$ cat config.mk
export PLATFORM = sky130hd
export DESIGN_NAME = hs_npu_mm_ctrl
export DESIGN_NICKNAME = d
export VERILOG_FILES = /design/src/rtl/hs_npu_mm_ctrl.sv
export SDC_FILE = /design/constraint.sdc
export NUM_CORES = 1
export LEC_CHECK = 0
export CAP_MARGIN = 20
export CORE_MARGIN = 2
export CORE_UTILIZATION = 55
export CTS_CLUSTER_DIAMETER = 40
export DETAILED_ROUTE_END_ITERATION = 6
export GPL_TIMING_DRIVEN = 0
export PLACE_DENSITY_LB_ADDON = 0.1
export SLEW_MARGIN = 40
export SYNTH_ARGS = -nofsm -noshare
export SYNTH_HDL_FRONTEND = slang
export SYNTH_SLANG_ARGS = --single-unit
$ cat constraint.sdc
create_clock -name clk -period 5.5 [get_ports clk]
set_clock_uncertainty 0.1 [all_clocks]
set_input_delay 1.1 -clock clk [delete_from_list [all_inputs] [get_ports clk]]
set_output_delay 1.1 -clock clk [all_outputs]
set_load 0.005 [all_outputs]
$ cat src/rtl/hs_npu_mm_ctrl.sv
// Matrix-multiply sequencer for the NPU systolic array: flushes, loads weights,
// and times the input/output gatekeeper starts and the completion pulse.
module hs_npu_mm_ctrl #(
  parameter int SIZE      = 8,
  parameter int OUT_DELAY = SIZE + 1
) (
  input  logic        clk,
  input  logic        rst_n,
  input  logic        cmd_valid_i,
  output logic        cmd_ready_o,
  input  logic [31:0] cmd_rows_i,
  input  logic        cmd_reuse_w_i,
  input  logic        abort_i,
  input  logic        wt_avail_i,
  input  logic        in_avail_i,
  output logic        flush_input_fifos_o,
  output logic        flush_weight_fifos_o,
  output logic        enable_weights_o,
  output logic        start_input_gatekeeper_o,
  output logic        start_output_gatekeeper_o,
  output logic [31:0] enable_cycles_o,
  output logic        busy_o,
  output logic        done_o
);

  typedef enum logic [2:0] {
    IDLE, FLUSH, LOAD_W, WAIT_IN, STREAM, DRAIN, DONE
  } state_t;

  localparam logic [31:0] SIZE_W = 32'(SIZE);
  localparam logic [31:0] ODLY_W = 32'(OUT_DELAY);

  state_t      state, state_n;
  logic [31:0] cnt, cnt_n;
  logic [31:0] rows_q, rows_n;
  logic        reuse_q, reuse_n;
  logic        abort_q, abort_n;
  logic        fi_n, fw_n, ew_n, si_n, so_n, done_n;

  // Outputs are registered, so every decision is made one cycle ahead
  always_comb begin
    state_n = state;
    cnt_n   = cnt;
    rows_n  = rows_q;
    reuse_n = reuse_q;
    abort_n = 1'b0;
    fi_n    = 1'b0;
    fw_n    = 1'b0;
    ew_n    = 1'b0;
    si_n    = 1'b0;
    so_n    = 1'b0;
    done_n  = 1'b0;
    if (state != IDLE && abort_i && !abort_q) begin
      cnt_n = '0;
      if (state == FLUSH) begin
        state_n = IDLE;
      end else begin
        state_n = FLUSH;
        abort_n = 1'b1;
        fi_n    = 1'b1;
        fw_n    = 1'b1;
      end
    end else begin
      unique case (state)
        IDLE: begin
          if (cmd_valid_i) begin
            rows_n  = cmd_rows_i;
            reuse_n = cmd_reuse_w_i;
            state_n = FLUSH;
            fi_n    = 1'b1;
            fw_n    = !cmd_reuse_w_i;
            cnt_n   = '0;
          end
        end
        FLUSH: begin
          if (abort_q) begin
            state_n = IDLE;
          end else if (rows_q == '0) begin
            state_n = DONE;
            done_n  = 1'b1;
          end else if (reuse_q) begin
            state_n = in_avail_i ? STREAM : WAIT_IN;
            si_n    = in_avail_i;
            cnt_n   = in_avail_i ? 32'd1 : 32'd0;
          end else begin
            state_n = LOAD_W;
            ew_n    = wt_avail_i;
            cnt_n   = wt_avail_i ? 32'd1 : 32'd0;
          end
        end
        LOAD_W: begin
          if (!enable_weights_o) begin
            ew_n  = wt_avail_i;
            cnt_n = wt_avail_i ? 32'd1 : 32'd0;
          end else if (cnt == SIZE_W) begin
            state_n = in_avail_i ? STREAM : WAIT_IN;
            si_n    = in_avail_i;
            cnt_n   = in_avail_i ? 32'd1 : 32'd0;
          end else begin
            ew_n  = 1'b1;
            cnt_n = cnt + 32'd1;
          end
        end
        WAIT_IN: begin
          state_n = in_avail_i ? STREAM : WAIT_IN;
          si_n    = in_avail_i;
          cnt_n   = in_avail_i ? 32'd1 : 32'd0;
        end
        STREAM: begin
          if (cnt == ODLY_W) begin
            state_n = DRAIN;
            so_n    = 1'b1;
            cnt_n   = 32'd1;
          end else begin
            cnt_n = cnt + 32'd1;
          end
        end
        DRAIN: begin
          if (cnt == rows_q + SIZE_W - 32'd1) begin
            state_n = DONE;
            done_n  = 1'b1;
          end else begin
            cnt_n = cnt + 32'd1;
          end
        end
        DONE:    state_n = IDLE;
        default: state_n = IDLE;
      endcase
    end
  end

  always_ff @(posedge clk) begin
    if (!rst_n) begin
      state                     <= IDLE;
      cnt                       <= '0;
      rows_q                    <= '0;
      reuse_q                   <= 1'b0;
      abort_q                   <= 1'b0;
      cmd_ready_o               <= 1'b1;
      busy_o                    <= 1'b0;
      enable_cycles_o           <= '0;
      flush_input_fifos_o       <= 1'b0;
      flush_weight_fifos_o      <= 1'b0;
      enable_weights_o          <= 1'b0;
      start_input_gatekeeper_o  <= 1'b0;
      start_output_gatekeeper_o <= 1'b0;
      done_o                    <= 1'b0;
    end else begin
      state                     <= state_n;
      cnt                       <= cnt_n;
      rows_q                    <= rows_n;
      reuse_q                   <= reuse_n;
      abort_q                   <= abort_n;
      cmd_ready_o               <= (state_n == IDLE);
      busy_o                    <= (state_n != IDLE);
      enable_cycles_o           <= (state_n == IDLE) ? 32'd0 : rows_n;
      flush_input_fifos_o       <= fi_n;
      flush_weight_fifos_o      <= fw_n;
      enable_weights_o          <= ew_n;
      start_input_gatekeeper_o  <= si_n;
      start_output_gatekeeper_o <= so_n;
      done_o                    <= done_n;
    end
  end

endmodule

* After elaboration in Yosys (flattened, before gate mapping)
Index checks and enable logic that the tools add are counted.
Widths: inputs -> output; s select.
** Cells by class
- Add/subtract/negate cells :: 3
- Equality and inequality tests :: 12
- Multiplexer cells :: 50
- Bitwise gates (word level) :: 3
- Reduce and logical (&&, ||, !) cells :: 16
** Operator list (number)
- $mux 32 :: 10
- $pmux 32 s6 :: 1
- $eq 32x4->1 const B :: 2
- $add 32x1->32 const B :: 1
- $add 32x4->32 const B :: 1
- $eq 32x32->1 :: 1
- $logic_not 32->1 :: 1
- $sub 32x1->32 const B :: 1
- $mux 3 :: 10
- $mux 1 :: 25
- $pmux 3 s6 :: 1
- $ne 2x2->1 const B :: 4
- $eq 3x2->1 const B :: 2
- $eq 3x3->1 const B :: 2
- $logic_not 3->1 :: 2
- $reduce_bool 3->1 :: 2
- $reduce_bool 6->1 :: 1
- $reduce_and 5->1 :: 1
- $pmux 1 s2 :: 2
- $reduce_or 2->1 :: 2
- $eq 3x1->1 const B :: 1
- $not 1->1 :: 3
- $pmux 1 s3 :: 1
- $reduce_and 3->1 :: 1
- other kinds (4) :: 6
** Storage, ports and cells
- Bits in registers :: 109
- Output and inout port bits :: 40

* Depth between registers and ports, before layout
- Word-level depth :: 8
- Mapped depth :: 14
- Depth with buffers taken out :: 11

* Least setup slack after synthesis
OpenSTA, ideal clock, no wires.
- Kind :: flip-flop to flip-flop
- Start point :: reg rows_q[0]
- End point :: reg cnt[8]
- Setup time :: 0.120 ns
- Arrival time :: 3.223 ns
- Required time :: 5.280 ns
- Setup slack :: 2.058 ns
- Stages on the path, launching flop included :: 14
- Buffers on the path :: 2
- Path through :: dfxtp_1 > inv_1 > ha_1 > nand2b_1 > nand4_1 > xnor2_1 > or4_1 > or4_1 > or4_1 > buf_2 > o21ai_4 > buf_6 > nor3_1 > a211o_1
** Between the ends
- Word-level cells in the longest chain between the ends :: 5
- Elaborated cells on any way between the ends :: 7
** RTL lines
- from (decl) :: line 35 : logic [31:0] rows_q, rows_n;
- from (signal assigned) :: line 151 : rows_q <= rows_n;
- $add 32x4->32 :: line 119 : if (cnt == rows_q + SIZE_W - 32'd1) begin
- $sub 32x1->32 :: line 119
- $eq 32x32->1 :: line 119
- $ne 2x2->1 (no source line)
- $reduce_and 5->1 (no source line) (*)
- to (signal assigned) :: line 150 : cnt <= cnt_n;
- to (decl) :: line 34 : logic [31:0] cnt, cnt_n;
Mark *: on every way between the ends. The rest lies on a longest branch, timed or not.
A chain may end at the register's enable or synchronous reset.

* Worst setup path after layout
- Start point :: reg rows_q[0]
- End point :: reg cnt[3]
Same word-level chain as after synthesis.

==> impl_metrics.toml <==
[finish]
area_growth_pct = 18.8
final_util_pct = 66.8
final_cell_mix = "dfxtp_1 (109), nor2_1 (78), clkdlybuf4s50_1 (76)"
fin_cells = 988
antenna_cells = 0
drive_above_1_share_pct = 6.37
layout.nets = 887
final_common_cell = "dfxtp_1"

[power]
max-vdd-ir-drop_v = 0.000288
p_per_area_mw_per_mm2 = 254
leakagePower_nw = 2.68

[synth]
syn_avg_cell_area_um2 = 8.07
syn_inst = 756
synth_flop_cell = "dfxtp_1"
yosysSeqAreaShare_pct = 35.8
async_flop_share_pct = 0
synthesis.area_mm2 = 0.00610
ys_ff_latch = 109
ys_types = 69
synthesis.nets = 800
synth_edf_count = 0
ys_warn_count = 0

[timing]
clock.fmax_mhz = 249
slew_headroom_pct = 49.9
min_period_ns = 4.01
drv_slew = 0
fin_ws_ns = 1.49
rsz0062_at_grt = "false"
tightest_slew_ns = 0.744
fin_setup_tns_ns = 0
setup_violations = 0
hold_viol_final = 0
period_share_pct = 72.9

[setup_path]
critical_path_class = "flop to flop"
end_kind = "flop"
start_kind = "flop"
required_ns = 5.71
ff2ff_setup_slack_ns = 1.49
startpoint = "rows_q[0]$_SDFF_PN0_"
worst-r2r-cell-count = 14
worstPathMaxFanout = 10
cp.arrival_ns = 4.22
crit_end = "cnt[3]$_SDFFE_PP0P_"
r2r-end = "cnt[3]$_SDFFE_PP0P_"
crit-reg2reg-launch = "rows_q[0]$_SDFF_PN0_"

[detailed_routing]
vias = 6080
vias_per_cell = 6.15
drc = 0
ant_nets = 0
drt-wirelength-per-cell_um = 17.6
drtIter0Drc = 558
routed_wirelength_mm = 17.4
first_pass_iters = 6

[floorplan]
io_pins = 79
start_util_pct = 56.3
fp.coreArea_mm2 = 0.0108
fp.dieW_um = 109
die_area_mm2 = 0.0120
num_rows = 38
die_h_um = 109

[clocking]
clk_latency_ns = 0.41
cts_root_buf = "clkbuf_8"
cts_sinks = 109
ctsHoldBuffers = 0
post_cts_buffers = 0
cts_made_buffers = 9
cts_tree = "yes"
post_cts_resized = 0
clkSlewWorstSetupHoldPaths_ns = 0.11
h-tree-depth = 3
clockBufferDepth = 2

[global_route]
grt_max_degree = 21
gr-total-overflow = 0
track_usage_pct = 30.0
grt_pass1_wl_mm = 27.9
antenna_found_initial = 0
grt_pass1_vias = 5543

[worst_hold_path]
holdCritStartpoint = "reuse_q$_SDFFE_PN0P_"
min_path_type = "flop to flop"

[place]
place.gp.congestion = 0.888
dp_hpwl_mm = 13.2
io_buffers = 76
pre_cts_slack_ns = 1.57
dp_cells = 972

[run_status]
outcome = "complete, no violations"

[job]
cap_violations = 0
## report_power, final
part / switching (W) / internal [W]
sequential: 0.0000407 / 0.000846
clock: 0.000313 / 0.000179
combinational: 0.000255 / 0.000207
## critical path: stages, from the launching register on
cell and delay, ns:
dfxtp_1 0.38, inv_1 0.13, ha_1 0.26, nor2b_1 0.36
nor3_1 0.13, buf_2 0.21, and3_1 0.22, a221oi_1 0.44
o22ai_1 0.15, or4_1 0.52, buf_2 0.19, o21ai_2 0.35
buf_4 0.26, o211ai_1 0.11, o31ai_1 0.10
## metrics by stage
| stage | hold slack, ns | area [um2] | power [W] |
|---|---|---|---|
| 2_1_floorplan | 0.383 | 6100 | 0.00118 |
| 3_3_place_gp | 0.430 | 7040 | 0.00135 |
| 3_5_place_dp | 0.448 | 7040 | 0.00136 |
| 4_1_cts | 0.465 | 7240 | 0.00184 |
| 5_1_grt | 0.500 | 7250 | 0.00192 |
| 6_report | 0.471 | 7250 | 0.00184 |
## synth_stat cells (16+ instances only)
master    instances  area [um2]
xnor2_1          17         149
nor3_1           19        95.1
a21oi_1          30         150
inv_1            16        60.1
nor2b_1          39         244
o21ai_0          25         125
dfxtp_1         109        2180
nor2_1           78         293
nor4_1           22         138
nand4_1          28         175
and3_1           17         106
nand2_1          51         191
mux2i_1          27         270
xor2_1           16         140
clkbuf_1         38         143
nand3_1          36         180
## per-layer routing
metal | up-vias | GRT usage [%] | part of all wire (%)
met1 | 2894 | 41.0 | 46
met4 | 0 | 9.86 | 2.4
li1 | 2927 | - | -
met5 | - | 0 | 0
met2 | 227 | 47.0 | 45
met3 | 32 | 6.88 | 6.6
## cell families after synthesis
family                   share of synthesized area [%]
flip-flops                                        35.8
adder cells (fa/ha/maj)                           1.03
multiplexers                                      4.61
buffers and inverters                             5.31
XOR/XNOR                                          4.74
AND/OR/NAND/NOR                                   31.3
AO/OA/AOI/OAI                                     17.3
## sequential cells by signal, summed over array words and instances (netlist names)
name and flops:
enable_weights_o 1, flush_weight_fifos_o 1, cnt 32, flush_input_fifos_o 1, state 3, start_input_gatekeeper_o 1
done_o 1, reuse_q 1, rows_q 32, start_output_gatekeeper_o 1, enable_cycles_o 32, cmd_ready_o 1
abort_q 1, busy_o 1
## area by class of cell
class,count,area [um2]
Multi-Input combinational cell,571,3610
Fill cell,958,3590
Sequential cell,109,2180
Timing Repair Buffer,76,761
Buffer,60,265
Tap cell,140,175
Clock buffer,10,128
Clock inverter,6,65.1
Inverter,16,60.1
## worst min path at each step
stage               cells after the start  slack, ns                   end
global placement                        2       0.43   cnt[6]$_SDFFE_PP0P_
CTS                                     2       0.47   cnt[6]$_SDFFE_PP0P_
floorplan                               2       0.38   cnt[6]$_SDFFE_PP0P_
global route                            2       0.50   cnt[6]$_SDFFE_PP0P_
detailed placement                      2       0.45   cnt[6]$_SDFFE_PP0P_
finish                                  2       0.47  reuse_q$_SDFFE_PN0P_
No activity file was read; power rests on OpenSTA's default activity.
